$ cat config.mk
export PLATFORM = sky130hd
export DESIGN_NAME = fpu_add_wb
export DESIGN_NICKNAME = d
export VERILOG_FILES = /design/src/rtl/fpu_add_wb.sv
export SDC_FILE = /design/constraint.sdc
export NUM_CORES = 1
export LEC_CHECK = 0
export ABC_AREA = 1
export BUFFER_PORTS_ARGS = -buffer_cell sky130_fd_sc_hd__buf_2
export CAP_MARGIN = 25
export CORE_UTILIZATION = 40
export CTS_BUF_LIST = sky130_fd_sc_hd__clkbuf_8
export DETAILED_ROUTE_END_ITERATION = 6
export PLACE_DENSITY = 0.57
export SLEW_MARGIN = 40
export SYNTH_ARGS = -nofsm -noshare
export SYNTH_HDL_FRONTEND = slang
export SYNTH_SLANG_ARGS = --single-unit
$ cat constraint.sdc
create_clock -name clk -period 12.7 [get_ports clk]
set_clock_uncertainty 0.05 [all_clocks]
set_input_delay 3.81 -clock clk [delete_from_list [all_inputs] [get_ports clk]]
set_output_delay 3.81 -clock clk [all_outputs]
set_load 0.005 [all_outputs]
$ cat src/rtl/fpu_add_wb.sv
// FP adder writeback stage: tag pipeline alongside the adder, result post-processing
// and a credit-managed in-order result FIFO feeding the register-file write port.

module fpu_add_wb_chk (
  input logic clk,
  input logic rst,
  input logic cap,
  input logic full
);
  a_no_push_when_full: assert property (@(posedge clk) disable iff (!rst) !(cap && full));
endmodule

module fpu_add_wb #(
  parameter int LAT   = 2,
  parameter int DEPTH = 4,
  parameter int TAGW  = 6
) (
  input  logic            clk,
  input  logic            rst,
  input  logic            issue_vld,
  input  logic [TAGW-1:0] issue_tag,
  output logic            issue_rdy,
  input  logic [63:0]     fpu_res,
  output logic            wb_vld,
  input  logic            wb_rdy,
  output logic [TAGW-1:0] wb_tag,
  output logic [63:0]     wb_data,
  output logic [1:0]      wb_exc
);
  localparam int AW = $clog2(DEPTH);
  localparam int CW = AW + 4;
  localparam int EW = TAGW + 66;

  // Returns {exc[1:0], data[63:0]}; zero flushes the mantissa, saturation clears it.
  function automatic logic [65:0] post_proc(input logic [63:0] d);
    logic [65:0] r;
    case (d[62:53])
      10'h000: r = {2'b01, d[63], 63'h0};
      10'h3FF: r = {2'b10, d[63:53], 53'h0};
      default: r = {2'b00, d};
    endcase
    return r;
  endfunction

  logic [LAT-1:0]  r_pv;
  logic [TAGW-1:0] r_pt [LAT];
  logic [AW:0]     r_wp, r_rp;
  logic [EW-1:0]   r_mem [DEPTH];
  logic            r_issue_rdy, r_wb_vld;
  logic [TAGW-1:0] r_wb_tag;
  logic [63:0]     r_wb_data;
  logic [1:0]      r_wb_exc;

  logic            w_acc, w_cap, w_full, w_push, w_pop, w_rdy_nxt, w_hd_ld;
  logic [AW:0]     w_occ, w_rp_nxt, w_wp_nxt;
  logic [LAT-1:0]  w_pv_nxt;
  logic [CW-1:0]   w_infl_nxt, w_occ_nxt, w_after_pop;
  logic [EW-1:0]   w_ent, w_hd;

  assign w_acc  = issue_vld && r_issue_rdy;
  assign w_cap  = r_pv[LAT-1];
  assign w_occ  = r_wp - r_rp;
  assign w_full = (w_occ == (AW+1)'(DEPTH));
  assign w_push = w_cap && !w_full;
  assign w_pop  = r_wb_vld && wb_rdy;
  assign w_ent  = {r_pt[LAT-1], post_proc(fpu_res)};

  // Next-state view of pipeline and FIFO: credit and the entry that will be at the head.
  always_comb begin
    w_pv_nxt    = '0;
    w_infl_nxt  = '0;
    w_pv_nxt[0] = w_acc;
    for (int i = 1; i < LAT; i++) begin
      w_pv_nxt[i] = r_pv[i-1];
    end
    for (int i = 0; i < LAT; i++) begin
      w_infl_nxt = w_infl_nxt + CW'(w_pv_nxt[i]);
    end
    w_occ_nxt   = CW'(w_occ) + CW'(w_push) - CW'(w_pop);
    w_after_pop = CW'(w_occ) - CW'(w_pop);
    w_rdy_nxt   = (w_infl_nxt + w_occ_nxt) < CW'(DEPTH);
    w_rp_nxt    = r_rp + (AW+1)'(w_pop);
    w_wp_nxt    = r_wp + (AW+1)'(w_push);
    w_hd_ld     = (w_occ_nxt != '0);
    if (w_push && (w_after_pop == '0)) begin
      w_hd = w_ent;
    end else begin
      w_hd = r_mem[w_rp_nxt[AW-1:0]];
    end
  end

  // Tag pipeline: valid/tag shift register running in step with the adder.
  always_ff @(posedge clk or negedge rst) begin
    if (!rst) begin
      r_pv <= '0;
      for (int i = 0; i < LAT; i++) begin
        r_pt[i] <= '0;
      end
    end else begin
      r_pv    <= w_pv_nxt;
      r_pt[0] <= issue_tag;
      for (int i = 1; i < LAT; i++) begin
        r_pt[i] <= r_pt[i-1];
      end
    end
  end

  // FIFO pointers, credit and registered head outputs.
  always_ff @(posedge clk or negedge rst) begin
    if (!rst) begin
      r_wp        <= '0;
      r_rp        <= '0;
      r_issue_rdy <= 1'b0;
      r_wb_vld    <= 1'b0;
      r_wb_tag    <= '0;
      r_wb_data   <= 64'h0;
      r_wb_exc    <= 2'b00;
    end else begin
      r_wp        <= w_wp_nxt;
      r_rp        <= w_rp_nxt;
      r_issue_rdy <= w_rdy_nxt;
      r_wb_vld    <= w_hd_ld;
      if (w_hd_ld) begin
        {r_wb_tag, r_wb_exc, r_wb_data} <= w_hd;
      end
    end
  end

  // Result storage; contents are only meaningful between the pointers.
  always_ff @(posedge clk) begin
    if (w_push) begin
      r_mem[r_wp[AW-1:0]] <= w_ent;
    end
  end

  assign issue_rdy = r_issue_rdy;
  assign wb_vld    = r_wb_vld;
  assign wb_tag    = r_wb_tag;
  assign wb_data   = r_wb_data;
  assign wb_exc    = r_wb_exc;

  fpu_add_wb_chk u_chk (
    .clk  (clk),
    .rst  (rst),
    .cap  (w_cap),
    .full (w_full)
  );
endmodule

# [After elaboration in Yosys (flattened, before gate mapping)]
# Memories as Yosys holds them, arrays and structs flattened.
# Index checks and enable logic that the tools add are counted.
[classes] magnitude_cmp=1 n_reduce_logical=8 n_mux=4 addsub=8 eq_ne=2
[ops] cell="66-bit one-hot mux with 2 select lines" n=1
[ops] cell="72-bit two-way mux" n=1
[ops] cell="10-bit equality test, second input constant" n=1
[ops] cell="10-bit logical NOT" n=1
[ops] cell="3-bit by 1-bit adder with 3-bit output" n=2
[ops] cell="3-bit by 5-bit adder with 6-bit output" n=1
[ops] cell="6-bit logical NOT" n=1
[ops] cell="6-bit by 3-bit < comparator with 1-bit output, second input constant" n=1
[ops] cell="6-bit nonzero test" n=1
[ops] cell="4-bit by 1-bit subtractor with 5-bit output" n=1
[ops] cell="3-bit by 1-bit adder with 4-bit output" n=1
[ops] cell="1-bit logical AND" n=4
[ops] cell="3-bit by 1-bit subtractor with 4-bit output" n=1
[ops] cell="3-bit equality test, second input constant" n=1
[ops] cell="3-bit subtractor" n=1
[ops] cell="1-bit by 1-bit adder with 2-bit output" n=1
[ops] cell="1-bit two-way mux" n=2
[ops] cell="1-bit logical NOT" n=1
[totals] elab_cells=34 inputBits=74 ram_bits=288 mem_count=1 ff_bits=94 output_inout_bits=74
[mem_list] name="r_mem" words=4 width=72 read_ports=1 rd_clocked_by_memory_dff=0 write_ports=1 line="48" text="logic [EW-1:0] r_mem [DEPTH];"

# [Logic depth before layout (Yosys ltp)]
# Gate-level depths: netlist of run 1.
[depth] depth_word=8 ltp_mapped=19 depth_no_buf=18

# [Worst setup path before layout of run 1]
# No wires, ideal clock.
[synth_timing] kind="register to register" from="register r_wp[0]" to="memory r_mem[1][0] in the netlist's numbering (enable)" path_buffers=0 path_stages_with_launch=9 path_slack_ns=5.616 setup_time_ns=0.591 arrival_time_ns=6.443 period_less_slack_ns=7.084 path_cell_list="dfrtp_1 > inv_1 > ha_1 > fa_1 > nand2_1 > inv_1 > nand3_1 > nand2_1 > nor3_1"
[synth_between] elab_chain_len=6
[synth_rtl] element="start: declaration" line="47" text="logic [AW:0] r_wp, r_rp;"
[synth_rtl] element="start signal: assignment" line="119" text="r_wp <= w_wp_nxt;"
[synth_rtl] element="3-bit subtractor" line="62" text="assign w_occ = r_wp - r_rp;"
[synth_rtl] element="3-bit equality test" line="63" text="assign w_full = (w_occ == (AW+1)'(DEPTH));"
[synth_rtl] element="1-bit logical NOT" line="64" text="assign w_push = w_cap && !w_full;"
[synth_rtl] element="1-bit logical AND" line="64"
[synth_rtl] element="1-bit two-way mux" line="131" text="if (w_push) begin"
[synth_rtl] element="1-bit two-way mux (not written as such)" line="132" text="r_mem[r_wp[AW-1:0]] <= w_ent;"
[synth_rtl] element="end: declaration" line="48"
# Parallel ways exist; a longest one is shown, timed or not.

# [Worst setup path after layout of run 1]
[layout_timing] from="input port wb_rdy" to="register r_wb_data[28], in the netlist wb_data[28]"
[layout_between] elab_chain_len=5 word_cells_on_any_way=9 classes_between="add/sub: 3; mux: 1; reduce/logical: 4; memory: 1"
[layout_rtl] element="start: declaration" line="25" text="input logic wb_rdy,"
[layout_rtl] element="1-bit logical AND (*)" line="65" text="assign w_pop = r_wb_vld && wb_rdy;"
[layout_rtl] element="branches (longest 4 deep; another with memory read 4 x 72 bit)"
[layout_rtl] element="end signal: assignment" line="124" text="{r_wb_tag, r_wb_exc, r_wb_data} <= w_hd;"
[layout_rtl] element="end: declaration" line="51" text="logic [63:0] r_wb_data;"
# Mark *: on every way between the ends.
# A chain may end at the register's enable or synchronous reset.

==> impl_metrics.ini, run 1 <==
[clocking]
cts_sinks = 382
cts-resized-gates = 0
cts.clk_slew.worst_paths_ns = 0.06
cts_buffers = 60
clk-insertion-delay-late_ns = 0.63
htreeDepth = 2
cts_tree = built
ctsHoldBuffers = 0
clock_path_buffers = 3
clock-root-buffer = clkbuf_8
post-cts-setup-buffer-count = 0

[final_layout]
layout.nets = 1642
syn_to_final_growth_pct = 14.8
drive_above_1_share = 0.165
design_area_um2 = 18600
n_fill_cell = 3718

[global_routing]
use_met3 = 0.0368
gr-max-usage-layer = met2
grtUsageMet2 = 0.337
antenna_found_initial = 2
grt_pass1_vias = 11100
grt_remaining_overflow = 0
grt_util_all_layers = 0.205
grt_max_degree = 104
grt_pass1_wl_um = 65000
use_met1 = 0.277

[sta]
period_needed_ns = 6.41
slew_headroom = 0.468
hold_viol_final = 0
rsz0062_at_grt = false
setup_violations = 0
worstMarginPinSlew_ns = 0.797
fin_crit_sh = 0.505
tns_ns = 0
fmax_mhz = 156
slew_viol_final = 0

[placement]
place.gp.congestion = 0.740
hpwlAfterDp_um = 23100
io_buffers = 147
dpl-instance-area_um2 = 17500

[synthesis]
ys_warn_count = 0
post-synth-top-count-cell = edfxtp_1
synth-seq-area-share = 0.679
ys_top_cells_by_count = edfxtp_1 (288), nand2_1 (172), nor2_1 (148)
synth_edf_count = 288
synth_area_leader_cell = edfxtp_1
ys.flop_type = edfxtp_1
synth-seq-cells = 382
synth_top_area_share = 0.534
synthesis.nets = 1526
synthCells = 1436
yosys-top-cells-area = edfxtp_1 (53%), dfrtp_1 (15%), o21ai_0 (4.5%)
avgSynthCellArea_um2 = 11.3
synthesis.area_um2 = 16200
synth-async-reset-ratio = 0.246
ys_types = 26

[pwr]
switching_power_mw = 2.58
seqPwrFrac = 0.306
comb_power_share = 0.518
powerDensity_nw_per_um2 = 296
ir_drop_v = 0.000574
clkPwrFrac = 0.176
power_leakage_nw = 7.36
p_int_mw = 2.92
swShare = 0.469

[die]
start_util = 0.407
die_w_um = 203
die_height_um = 203
num_rows = 73
core_um2 = 39800
io_pins = 148
dieArea_um2 = 41300

[worst_setup_path]
slowest_delay_ns = 0.53
worst-setup-path-type = in2reg
start_kind = input port
r2r-start = r_wp[0]
critical_path.cell_chain = buf_2 -> nand2_1 -> inv_1 -> ha_1 -> inv_1 -> ha_1 -> fa_1 -> xnor2_1 -> nor2_4 -> buf_6 -> nand3_4 -> buf_12 -> buf_12 -> nand3_1 -> nand2_1
cp_slowest_cell = buf_6
cp-end-kind = register
worstPathRequired_ns = 13.15
worstSetupStartpoint = wb_rdy
arrival_ns = 6.86
path_max_fanout = 74

[drt]
wirelength_um = 42000
dr.pass1.iters = 5
drc = 0
wl_per_cell_um = 19.7
drtIter0Drc = 920
postRouteAntennaNets = 0
viasPerCell = 5.31
vias = 11300

[job]
drv_cap = 0

[status]
status = completed

[min_path]
hold_path_startpoint = r_pt[10]
hp-class = reg2reg
## layout make-up
| cell class | instances | area, um2 | share of cell area |
|---|---|---|---|
| clock buffer | 65 | 895 | 0.0481 |
| clock inverter | 49 | 225 | 0.0121 |
| sequential | 382 | 11000 | 0.592 |
| antenna | 2 | 5.00 | 0.000269 |
| tap | 525 | 657 | 0.0353 |
| timing repair buffer | 171 | 1000 | 0.0540 |
| multi-input combinational | 848 | 4470 | 0.240 |
| inverter | 89 | 338 | 0.0182 |
## per-stage QoR
step / worst slack [ns] / power [mW] / hold slack [ns] / std cells / util
after floorplan: 5.62 / 3.55 / 0.281 / 1436 / -
after global placement: 5.09 / 4.41 / 0.287 / 2010 / 0.436
after detailed placement: 5.66 / 4.57 / 0.285 / 2015 / 0.439
after CTS: 6.31 / 5.54 / 0.298 / 2129 / 0.467
after global routing: 6.10 / 5.92 / 0.305 / 2130 / 0.467
final: 6.29 / 5.51 / 0.293 / 2131 / 0.467
## cells in the final DEF, fill, tap and decap left out, types with 2 or more instances in the layout
cell type | Yosys | layout
nor3_1 | 7 | 3
nand3_4 | 0 | 2
nand2_4 | 1 | 2
o22ai_1 | 73 | 73
inv_1 | 87 | 117
clkinv_1 | 1 | 8
fa_1 | 2 | 2
xor2_1 | 2 | 2
clkinv_2 | 0 | 9
nand3_1 | 132 | 132
buf_6 | 0 | 6
nor2_1 | 148 | 146
o21bai_1 | 72 | 72
edfxtp_1 | 288 | 288
buf_2 | 24 | 146
dfrtp_1 | 94 | 94
nor3_2 | 0 | 4
clkbuf_8 | 0 | 65
ha_1 | 14 | 12
nand2_2 | 0 | 2
nor2_4 | 0 | 2
a21oi_1 | 2 | 2
nand2_1 | 172 | 169
o21ai_0 | 144 | 144
buf_12 | 0 | 5
diode_2 | 0 | 2
nand4_1 | 73 | 73
buf_4 | 0 | 14
## kinds of logic (layout without fill, tap and decap cells)
| family | after synthesis | count (layout) | share of synthesized area |
|---|---|---|---|
| adder cells (fa/ha/maj) | 16 | 16 | 0.0133 |
| AO/OA/AOI/OAI | 293 | 293 | 0.108 |
| XOR/XNOR | 3 | 3 | 0.00162 |
| buffers and inverters | 206 | 374 | 0.0496 |
| AND/OR/NAND/NOR | 536 | 536 | 0.148 |
| other | 0 | 2 | 0 |
| flip-flops | 382 | 382 | 0.679 |
## worst paths after layout
path | cells past startpoint | slack, ns | to
setup reg to reg | 18 | 7.86 | wb_data[28]
setup / recovery | 15 | 6.29 | wb_data[28]
hold reg to reg | 0 | 0.29 | r_pt[4]
max in group asynchronous | 2 | 8.48 | wb_data[28]
min in group asynchronous | 1 | 3.08 | r_pt[6]
hold / removal | 0 | 0.29 | r_pt[4]
## power groups by stage
| stage | clock network, mW | logic (mW) | registers [mW] |
|---|---|---|---|
| 2_1_floorplan | 0 | 1.86 | 1.69 |
| 3_3_place_gp | 0 | 2.70 | 1.71 |
| 3_5_place_dp | 0 | 2.85 | 1.71 |
| 4_1_cts | 0.990 | 2.87 | 1.69 |
| 5_1_grt | 1.04 | 3.17 | 1.70 |
| 6_report | 0.968 | 2.85 | 1.69 |
## registers in the layout, indices dropped and copies added, names as in the netlist
| name | flops |
|---|---|
| wb_vld | 1 |
| r_wp | 3 |
| wb_data | 64 |
| r_pv | 2 |
| wb_exc | 2 |
| r_rp | 3 |
| r_pt | 12 |
| r_mem | 288 |
| wb_tag | 6 |
| issue_rdy | 1 |
## critical path: cells and delay by family
family	cells	cell delay [ns]
simple gates	5	0.65
xor+xnor	1	0.20
buf+inv	6	1.23
fa+ha+maj	3	0.93
## metal layers
metal	up-vias	wire length (um)
li1	5367	-
met1	5550	18700
met2	329	20100
met3	65	2420
met4	0	782
met5	-	0
Power figures use the tool's default switching activity.
==> run 2: changes to the inputs <==
Settings changed: ABC_AREA 1 to 0, PLACE_DENSITY 0.57 to 0.6.
Clock period 12.7 ns to 5.4 ns, I/O delays scaled along.
==> run 2 against run 1 <==
Compared with the run above: hold slack improved by 0.0072 ns; non-clock buffer count is 4 lower; first-iteration DRC count shrank 49%; largest power group unchanged; synthesized area fell by 2.7%; critical path type is now reg2reg.
==> impl_metrics.ini, run 2 <==
[status]
status = completed

[final_layout]
drive_above_1_share = 0.402
fin_util = 0.474
design_area_um2 = 18400
layout.nets = 1095
syn_to_final_growth_pct = 16.7
largest_register_ffs = 288
antennaDiodeCount = 0
mostFrequentLayoutCells = edfxtp_1 (288), buf_2 (146), dfrtp_1 (94)
final_common_cell = edfxtp_1

[sta]
rsz0062_at_grt = false
fin_crit_sh = 0.869
final.setup.worst_slack_ns = 0.709
slew_headroom = 0.465
hold_slack_ns = 0.300
setup_violations = 0
worstMarginPinSlew_ns = 0.802
slew_viol_final = 0
hold_viol_final = 0
period_needed_ns = 4.69
fmax_mhz = 213

[die]
num_rows = 72
start_util = 0.407
io_pins = 148
dieArea_um2 = 40200
core_um2 = 38700
die_w_um = 200
die_height_um = 200

[synthesis]
synthesis.area_um2 = 15800
ys_warn_count = 0
synth-seq-area-share = 0.698
synthesis.nets = 923
synth_area_leader_cell = edfxtp_1
synth-async-reset-ratio = 0.246
synth-seq-cells = 382
ys.flop_type = edfxtp_1
ys_top_cells_by_count = edfxtp_1 (288), dfrtp_1 (94), mux2_2 (72), mux4_2 (72), and2_1 (55)
post-synth-top-count-cell = edfxtp_1
synthCells = 833
synth_top_area_share = 0.549
synth_edf_count = 288
yosys-top-cells-area = edfxtp_1 (55%), dfrtp_1 (15%), mux4_2 (10%)
ys_types = 42
avgSynthCellArea_um2 = 18.9

[placement]
dpl-instance-area_um2 = 17100
io_buffers = 147
place.gp.congestion = 0.734
dp_slack_ns = 0.745
hpwlAfterDp_um = 18300

[global_routing]
antenna_found_initial = 4
grt_util_all_layers = 0.173
grt_pass1_wl_um = 52700
grt_max_degree = 76
grt_pass1_vias = 8901
grt_remaining_overflow = 0

[pwr]
power_leakage_nw = 7.12
swShare = 0.323
switching_power_mw = 3.61
p_int_mw = 7.57
seqPwrFrac = 0.350
clkPwrFrac = 0.222
powerDensity_nw_per_um2 = 608
finalPower_mw = 11.2
ir_drop_v = 0.000632
comb_power_share = 0.428

[clocking]
clk-insertion-delay-late_ns = 0.58
cts.clk_slew.worst_paths_ns = 0.06
cts_buffers = 66
cts_tree = built
ctsHoldBuffers = 0
cts-resized-gates = 0
htreeDepth = 3
cts_sinks = 382
post-cts-setup-buffer-count = 0
clock_path_buffers = 3
clock-root-buffer = clkbuf_8

[drt]
vias = 8226
viasPerCell = 5.23
drc = 0
drtIter0Drc = 466
postRouteAntennaNets = 0
dr.pass1.iters = 5
wl_per_cell_um = 21.5
wirelength_um = 33900

[min_path]
hp-class = reg2reg

[worst_setup_path]
path_max_fanout = 26
worstPathRequired_ns = 5.81
cp-end-kind = register
cp_slowest_cell = fa_1
critical_path.cell_chain = inv_1 -> ha_1 -> fa_1 -> nand2_1 -> o21ai_0 -> inv_1 -> ha_1 -> fa_1 -> xnor2_1 -> o22ai_1 -> nor4b_2 -> buf_4 -> mux2_2
slowest_delay_ns = 0.70
worst-setup-path-type = reg2reg
arrival_ns = 5.10
start_kind = register

[job]
drv_cap = 0
## run 2: changes by cell type after synthesis, sizes merged, moves of 54 or more
cell	delta
and3	+54
nand4	-71
nand2	-168
mux2	+91
inv	-81
o21ai	-143
mux4	+72
nand3	-132
o21bai	-71
o22ai	-72
and2	+55
nor2	-147
## run 2: power by group through the flow
stage          clock [mW]  combinational, mW  sequential, mW
6_report             2.48               4.79            3.91
3_5_place_dp            0               4.86            3.97
4_1_cts              2.56               4.88            3.92
5_1_grt              2.67               5.22            3.97
3_3_place_gp            0               4.78            3.97
2_1_floorplan           0               3.54            3.97
## run 2: worst max-delay path, delay by kind of cell (launching register included)
kind,cells,cell delay (ns)
fa+ha+maj,4,1.65
mux,1,0.38
compound gates,2,0.75
buf+inv,3,0.70
xor+xnor,1,0.16
flops,1,0.42
simple gates,2,0.44
## run 2: through the flow
stage | setup TNS (ns) | instances
floorplan | -482.75 | 833
global placement | 0 | 1454
detailed placement | 0 | 1455
CTS | 0 | 1574
global route | 0 | 1574
finish | 0 | 1574
## run 2: per-layer routing
layer	up-vias	wire, um	track usage
li1	3653	-	-
met1	4292	15500	0.238
met2	222	16100	0.276
met3	55	1670	0.0404
met4	4	666	0.0493
met5	-	19	0
## run 2: final timing paths
check,startpoint,slack [ns],endpoint,depth (start not counted)
worst max-delay path,r_wp[0],0.71,wb_data[54],13
worst min-delay path,r_pt[11],0.30,r_pt[5],0
worst max register to register,r_wp[0],0.71,wb_data[54],13
worst min register to register,r_pt[11],0.30,r_pt[5],0
max in group asynchronous,rst,3.49,wb_data[39],2
min in group asynchronous,rst,1.02,wb_tag[0],1
## run 2: logic make-up after synthesis
family,count (synthesis),synth area share
multiplexers,165,0.174
buffers and inverters,70,0.0241
adder cells (fa/ha/maj),16,0.0137
XOR/XNOR,5,0.00373
flip-flops,382,0.698
AO/OA/AOI/OAI,61,0.0330
AND/OR/NAND/NOR,134,0.0529
## run 2: layout make-up
type	instances	area [um2]
clock buffer	76	1050
clock inverter	43	224
fill	3342	20400
inverter	7	26.3
multi-input combinational	381	4440
sequential	382	11000
tap	518	648
timing repair buffer	167	993
==> run 3: changes to the inputs <==
Settings changed: ABC_AREA 0 to 1.
==> run 3 against run 2 <==
Compared with the run above: non-clock buffer count grew 5; utilization fell by 0.60 points; sequential share of layout area shrank 0.89 points; via count is 39% higher; wire length up 23%; hold slack worse by 0.0074 ns; setup slack improved by 0.29 ns; final cell count up 36%; first-iteration DRC count is 87% higher; global-route usage rose by 3.0 points.
==> impl_metrics.ini, run 3 (same netlist as run 1, synthesis figures left out) <==
[die]
start_util = 0.407
core_um2 = 39800
io_pins = 148
die_height_um = 203
dieArea_um2 = 41300
die_w_um = 203
num_rows = 73

[worst_setup_path]
r2r_cells = 16
r2r-start = r_wp[0]
start_kind = register
path_max_fanout = 45
cp-end-kind = register
reg2reg_setup_slack_ns = 1.0
r2r_end = wb_data[53]
arrival_ns = 4.92
worstPathRequired_ns = 5.91
worst-setup-path-type = reg2reg

[global_routing]
grt_max_degree = 75
grt_util_all_layers = 0.203
grt_remaining_overflow = 0
grt_pass1_wl_um = 64700
grt_pass1_vias = 11300
antenna_found_initial = 1

[placement]
hpwlAfterDp_um = 22800
io_buffers = 147
place.gp.congestion = 0.746
dpl-instance-area_um2 = 17400

[min_path]
hold_path_startpoint = r_pt[8]
min_to = r_pt[2]
hold-path-cell-count = 0
hp-class = reg2reg

[clocking]
cts-resized-gates = 0
htreeDepth = 2
cts_sinks = 382
cts.clk_slew.worst_paths_ns = 0.07
ctsHoldBuffers = 0
clock-root-buffer = clkbuf_8
clock_path_buffers = 3
cts_buffers = 61
clk-insertion-delay-late_ns = 0.62
post-cts-setup-buffer-count = 0
cts_tree = built

[drt]
drtIter0Drc = 873
postRouteAntennaNets = 0
wirelength_um = 41700
dr.pass1.iters = 5
dr.max_layer_used = met4
vias = 11400
wl_per_cell_um = 19.5
drc = 0
met1_length_um = 18600
viasPerCell = 5.36
wl_met3_um = 2240
route.met2.wl_um = 19800

[sta]
worstMarginPinSlew_ns = 0.768
slew_headroom = 0.488
hold_slack_ns = 0.293
period_needed_ns = 4.40
hold_viol_final = 0
slew_viol_final = 0
rsz0062_at_grt = false
setup_violations = 0
fmax_mhz = 227
fin_crit_sh = 0.816

[final_layout]
final_common_cell = edfxtp_1
layout.nets = 1644
largest_register_ffs = 288
design_area_um2 = 18700
multiInputGateArea_um2 = 4470
syn_to_final_growth_pct = 15.2
n_fill_cell = 3758
drive_above_1_share = 0.167
mostFrequentLayoutCells = edfxtp_1 (288), nand2_1 (169), nor2_1 (146), buf_2 (146), o21ai_0 (144)
final-seq-area_um2 = 11000

[job]
drv_cap = 0

[status]
status = completed
run 3: cell count changes in the layout (fill, tap and decap cells not counted), sizes merged, moves of 71 or more:
cell	delta
o22ai	+72
nand4	+71
inv	+80
mux2	-91
nor2	+147
mux4	-72
o21bai	+71
nand2	+168
o21ai	+143
nand3	+132
run 3: how the worst max path moves through the flow:
stage / from / endpoint
2_1_floorplan: r_wp[0] / r_mem[1][0]
6_report: r_wp[0] / wb_data[53]
3_5_place_dp: wb_rdy / wb_data[53]
5_1_grt: r_wp[0] / wb_data[53]
4_1_cts: r_wp[0] / wb_data[53]
3_3_place_gp: wb_rdy / wb_data[48]
run 3: final cells by class:
cell class              count  share of cell area
clock inverters            45              0.0129
diodes                      3            0.000402
repair buffers            172              0.0525
well taps                 525              0.0352
clock buffers              70              0.0517
flip-flops and latches    382               0.590
multi-input cells         848               0.240
inverters                  89              0.0180
run 3: layer usage:
layer	vias up	GRT usage
met5	-	0
met4	0	0.0701
met3	82	0.0342
met2	327	0.336
met1	5662	0.270
li1	5373	-
run 3: through the flow:
stage          utilization  worst slack (ns)  setup TNS (ns)  instances
6_report             0.468             0.995               0       2134
5_1_grt              0.468             0.653               0       2131
4_1_cts              0.468             0.985               0       2131
3_5_place_dp         0.438             0.887               0       2016
3_3_place_gp         0.437             0.977               0       2016
2_1_floorplan            -             -1.68         -484.99       1436
run 3: worst max-delay path, stage by stage (launching register included):
cell	delay, ns
dfrtp_1	0.41
inv_1	0.11
ha_1	0.22
fa_1	0.69
nand2_1	0.09
inv_1	0.06
nand3_1	0.14
nand2_1	0.24
inv_1	0.11
ha_1	0.23
fa_1	0.40
a21boi_0	0.43
nor2_4	0.10
nand3_4	0.52
buf_4	0.35
nand3_1	0.12
nand2_1	0.08
Power of run 3 is left out: the tool's default activity adds up to more than one toggle a clock period on the data nets, which glitch-free logic cannot reach.
